## config.mk

```make
export PLATFORM = sky130hd
export DESIGN_NAME = multimode_ff_bank
export DESIGN_NICKNAME = d
export VERILOG_FILES = /design/src/rtl/ffb_pkg.sv /design/src/rtl/ffb_cell.sv /design/src/rtl/multimode_ff_bank.sv
export SDC_FILE = /design/constraint.sdc
export NUM_CORES = 1
export LEC_CHECK = 0
export CORE_ASPECT_RATIO = 0.7
export CORE_MARGIN = 4
export CORE_UTILIZATION = 60
export DETAILED_ROUTE_END_ITERATION = 6
export DONT_BUFFER_PORTS = 1
export GPL_ROUTABILITY_DRIVEN = 0
export GPL_TIMING_DRIVEN = 0
export PLACE_DENSITY = 0.82
export SYNTH_ARGS = -nofsm -noshare
export SYNTH_HDL_FRONTEND = slang
export SYNTH_SLANG_ARGS = --single-unit
```

## constraint.sdc

```tcl
create_clock -name clk -period 3.29 [get_ports clk]
set_clock_uncertainty 0.1 [all_clocks]
set_input_delay 0.658 -clock clk [delete_from_list [all_inputs] [get_ports clk]]
set_output_delay 0.658 -clock clk [all_outputs]
set_load 0.01 [all_outputs]
```

## src/rtl/ffb_pkg.sv

```systemverilog
// Shared mode encoding and the per-channel next-state rule for the multimode flip-flop bank.
package ffb_pkg;

  typedef enum logic [1:0] {
    M_T  = 2'b00,
    M_D  = 2'b01,
    M_JK = 2'b10,
    M_SR = 2'b11
  } mode_e;

  // Next state of one enabled, non-loading channel. S=R=1 holds (the error is flagged elsewhere).
  function automatic logic ff_next(input mode_e m, input logic q, input logic a, input logic b);
    logic r;
    r = q;
    case (m)
      M_T:  r = q ^ a;
      M_D:  r = a;
      M_JK: begin
        case ({a, b})
          2'b01:   r = 1'b0;
          2'b10:   r = 1'b1;
          2'b11:   r = ~q;
          default: r = q;
        endcase
      end
      M_SR: begin
        case ({a, b})
          2'b01:   r = 1'b0;
          2'b10:   r = 1'b1;
          default: r = q;
        endcase
      end
      default: r = q;
    endcase
    return r;
  endfunction

endpackage

```

## src/rtl/ffb_cell.sv

```systemverilog
// One channel of the bank: state bit, change flag, saturating change counter, S=R error flag.
module ffb_cell
  import ffb_pkg::*;
#(
  parameter int   CNT_W     = 4,
  parameter logic RESET_BIT = 1'b0
) (
  input  logic             clk,
  input  logic             rst,
  input  logic [1:0]       mode,
  input  logic             en,
  input  logic             a,
  input  logic             b,
  input  logic             load,
  input  logic             load_val,
  input  logic             cnt_clr,
  output logic             q,
  output logic             chg,
  output logic [CNT_W-1:0] cnt,
  output logic             err
);

  localparam logic [CNT_W-1:0] CNT_MAX = '1;

  logic q_next;
  logic changed;

  always_comb begin
    if (load) begin
      q_next = load_val;
    end else if (en) begin
      q_next = ff_next(mode_e'(mode), q, a, b);
    end else begin
      q_next = q;
    end
  end

  assign changed = q_next ^ q;

  always_ff @(posedge clk or posedge rst) begin
    if (rst) begin
      q   <= RESET_BIT;
      chg <= 1'b0;
      cnt <= '0;
      err <= 1'b0;
    end else begin
      q   <= q_next;
      chg <= changed;
      err <= (mode_e'(mode) == M_SR) & en & a & b & ~load;
      // Clear beats a simultaneous change; the counter sticks at its maximum.
      if (cnt_clr) begin
        cnt <= '0;
      end else if (changed && (cnt != CNT_MAX)) begin
        cnt <= cnt + 1'b1;
      end
    end
  end

endmodule

```

## src/rtl/multimode_ff_bank.sv

```systemverilog
// WIDTH-channel T/D/JK/SR storage bank with parallel load, change flags and toggle counters.
module multimode_ff_bank #(
  parameter int               WIDTH     = 8,
  parameter int               CNT_W     = 4,
  parameter logic [WIDTH-1:0] RESET_VAL = {WIDTH{1'b0}}
) (
  input  logic                   clk,
  input  logic                   rst,
  input  logic [1:0]             mode,
  input  logic [WIDTH-1:0]       en,
  input  logic [WIDTH-1:0]       a,
  input  logic [WIDTH-1:0]       b,
  input  logic                   load,
  input  logic [WIDTH-1:0]       load_val,
  input  logic                   cnt_clr,
  output logic [WIDTH-1:0]       q,
  output logic [WIDTH-1:0]       q_n,
  output logic [WIDTH-1:0]       chg,
  output logic                   sr_err,
  output logic [WIDTH*CNT_W-1:0] cnt
);

  logic [WIDTH-1:0] err;

  genvar gi;
  generate
    for (gi = 0; gi < WIDTH; gi++) begin : g_cell
      ffb_cell #(
        .CNT_W     (CNT_W),
        .RESET_BIT (RESET_VAL[gi])
      ) u_cell (
        .clk      (clk),
        .rst      (rst),
        .mode     (mode),
        .en       (en[gi]),
        .a        (a[gi]),
        .b        (b[gi]),
        .load     (load),
        .load_val (load_val[gi]),
        .cnt_clr  (cnt_clr),
        .q        (q[gi]),
        .chg      (chg[gi]),
        .cnt      (cnt[gi*CNT_W +: CNT_W]),
        .err      (err[gi])
      );
    end
  endgenerate

  assign q_n    = ~q;
  assign sr_err = |err;

endmodule

```

==> summary.md <==
| Metric | Value |
|---|---|
| Ys flop type | `dfrtp_1` |
| Worst path slowest cell | `mux2_1` |
| Final Util | `approximately 67%` |
| Synth area leader | `dfrtp_1` |
| Initial core utilization | `about 63%` |
| Synth cell types | `66` |
| DRT Wirelength | `approximately 9500 um` |
| Pins Over Slew Limit | `0` |
| Initial DRC count | `204` |
| Clk_lat worst skew | `0.31 ns` |
| Max-Cap Viols | `0` |
| Setup violations, final | `0` |
| Antenna fix cells | `0` |
| Initial antenna violation count | `0` |
| Initial DRT Pass Iterations | `4` |
| Power Total | `1820 uW` |
| Post-Synth Adder-Cell Area | `under 10%` |
| Vias | `between 3000 and 4000` |
| CP Capture Point | `g_cell[4].u_cell.cnt[0]` |
| Async S/R FF share, synth | `between 90% and 100%` |
| PwrDens | `432 mW/mm^2` |
| Unrepaired setup endpoints after global routing | `no` |
| Final Critical Period | `between 2 and 2.5 ns` |
| Setup Buffers After CTS | `0` |
| Startpoint types | `primary input` |
| WS Path Type | `primary input to flip-flop` |
| Die X | `about 110 um` |
| Synth area leaders | `dfrtp_1 (35%), ha_1 (5.0%), mux2i_1 (3.5%)` |
| FF-to-FF Start | `g_cell[6].u_cell.q` |
| I/O pin count | `95` |
| Layout cells sized above 1 | `between 15 and 20%` |
| Min-delay worst type | `primary input to asynchronous set/reset pin` |
| LEAKAGE | `just under 0.002 uW` |
| First-pass GRT wire length | `15300 um` |
| Cell mode on critical path | `buf_2` |
| Rows | `24` |
| Post-detail-place hpwl | `slightly above 7000 um` |
| Multiplexer share of the synthesized area | `under 10%` |
| Final setup TNS | `0 ns` |
| Fmax | `~440 MHz` |
| GRT overflow | `0` |
| Count leader, synth | `dfrtp_1` |
| CTS tree | `yes` |
| Worst setup path start | `load` |
| Outcome | `finished, final reports clean` |
| CP Cell Sequence | `buf_2, buf_2, buf_2, a21oi_1, o2bb2ai_2, a31oi_1, mux2_1` |
| Post-synthesis simple-gate area fraction | `about a quarter` |
| Worst R2R Setup Slack | `roughly 1.2 ns` |
| #FFs+latches synth | `56` |
| CP endpoint kind | `flip-flop` |
| Antenna-violating nets left | `0` |
| WP data arrival | `around 2.4 ns` |
| CTS Root Cell | `clkbuf_8` |
| Wire per inst | `18.1 um` |
| Clock sinks | `56` |
| Post-Synth XOR/XNOR Area | `under 10%` |
| Die Y | `76.0 um` |
| Worst VDD drop | `0.000313 V` |
| Final hold slack | `0.113 ns` |
| # DRC | `0` |
| Clk slew on worst S/H paths | `around 0.10 ns` |
| PortBufs | `0` |
| Die ar. | `about 0.008 mm^2` |
| Post-cts hold buffer count | `0` |
| Post-Syn Nets | `490` |
| Syn_area_per_cell | `approximately 9.1 um^2` |
| Final net count | `~500` |
| Vias per inst | `around 6.3` |
| Sequential share of the synthesized area | `about 35%` |
| Synthesized netlist cell count | `around 440` |
| FF-to-FF End | `g_cell[6].u_cell.cnt[2]` |
| Clock Tree Buf Depth | `2` |
| Top cell type's share of synthesized area | `between 30% and 40%` |
| WP buf/inv | `3` |
| Area Overhead vs Synth | `6.22%` |
| Core area | `around 0.0063 mm^2` |
| Post-synth EDFFs | `0` |
| Mapped cell area | `slightly below 0.004 mm^2` |
| Combinational family with the most area after synthesis | `simple AND/OR/NAND/NOR gates` |
| Critical path depth in cells | `7` |
| Vias in the first global route | `3137` |
| Top cells by count, synth | `dfrtp_1 (56), a21oi_1 (27), nor2_1 (26), nand3_1 (24)` |
| Synth Area in Compound Gates | `between 10% and 20%` |
| Largest net degree at the start of global routing | `39` |
| CP max FO | `10` |
| CTS Buf Count | `5` |
| Yosys warns | `0` |
| Filler Cell Count | `502` |
| Final Hold Viols | `0` |
| Worst path max stage delay | `0.35 ns` |
| GRT Overall Usage | `23.5%` |
| Crit path max-delay family | `buffers and inverters` |
| Reg2Reg Depth | `7` |
| H-tree lvl count | `2` |
| # resized after CTS | `0` |
| WP data required | `around 3.4 ns` |
| Slew margin rel. | `between 60% and 70%` |
| Final cycle utilization of the critical path | `approximately 69%` |
| Worst slew pin tran | `about 0.57 ns` |
-- worst register-to-register path: stages, from the launching register on --
cell       delay, ns
dfrtp_1         0.35
clkbuf_1        0.30
mux2i_1         0.17
o22ai_1         0.22
a2bb2oi_1       0.29
o21ai_1         0.19
and4b_1         0.22
nor3_1          0.15
-- area by class of cell --
cell class                 count  area (um^2)  area share, %
buffer                        37          231           5.50
tap                           78         97.6           2.32
multi-input combinational    319         2240           53.2
clock inverter                 2         60.1           1.43
timing repair buffer           1         20.0          0.475
sequential                    56         1400           33.3
inverter                      24         90.1           2.14
clock buffer                   5         68.8           1.63
-- layer usage --
metal / track usage, % / vias up / share of wire (%)
li1: - / 1574 / -
met1: 31.7 / 1568 / 44
met2: 36.9 / 102 / 45
met3: 6.77 / 20 / 8.6
met4: 7.21 / 0 / 2.5
met5: 0 / - / 0
-- metrics by stage --
| stage | area [um^2] | setup WS, ns | std cells |
|---|---|---|---|
| final | 4210 | 1.02 | 522 |
| after global placement | 4060 | 0.529 | 514 |
| after detailed placement | 4080 | 0.699 | 515 |
| after floorplan | 3970 | 0.937 | 436 |
| after CTS | 4210 | 1.05 | 522 |
| after global routing | 4210 | 0.937 | 522 |
-- power by group --
part,switching [uW],internal [uW]
sequential,74.0,747
clock,228,300
combinational,264,205
-- cells by family after synthesis --
| family | Yosys count |
|---|---|
| AND/OR/NAND/NOR | 168 |
| buffers and inverters | 61 |
| AO/OA/AOI/OAI | 101 |
| flip-flops | 56 |
| multiplexers | 19 |
| XOR/XNOR | 15 |
| adder cells (fa/ha/maj) | 16 |
-- how the worst min path moves through the flow --
stage	startpoint	end	slack [ns]	depth (start not counted)
2_1_floorplan	g_cell[3].u_cell.cnt[2]	g_cell[3].u_cell.cnt[2]	0.48	1
3_5_place_dp	rst	g_cell[1].u_cell.cnt[0]	0.46	1
5_1_grt	rst	g_cell[6].u_cell.cnt[0]	0.14	1
4_1_cts	rst	g_cell[1].u_cell.cnt[0]	0.13	1
3_3_place_gp	g_cell[4].u_cell.cnt[1]	g_cell[4].u_cell.cnt[1]	0.53	2
6_report	rst	g_cell[1].u_cell.cnt[0]	0.11	1
-- registers in the layout, summed over array words and instances, names as in the netlist --
| signal | count |
|---|---|
| g_cell.u_cell.cnt | 32 |
| g_cell.u_cell.err | 8 |
| g_cell.u_cell.chg | 8 |
| g_cell.u_cell.q | 8 |
-- cell usage in the layout (no fill, tap or decap), types with 4 or more instances in the layout --
cell type / n
nor3b_1: 5
nor2_1: 26
nand2_1: 23
buf_2: 11
buf_4: 17
a21oi_1: 27
xnor2_1: 4
nand3_1: 24
o221ai_1: 6
o22ai_1: 4
dfrtp_1: 56
nor2b_1: 11
mux2i_1: 14
a31o_2: 4
and4b_1: 9
nand2b_1: 21
and2_1: 6
clkbuf_1: 7
nor3_1: 12
inv_1: 22
clkbuf_8: 5
ha_1: 16
a32oi_1: 5
o21ai_0: 13
xor2_1: 11
and3_1: 11
nand3b_1: 4
No activity file was read; power rests on OpenSTA's default activity.
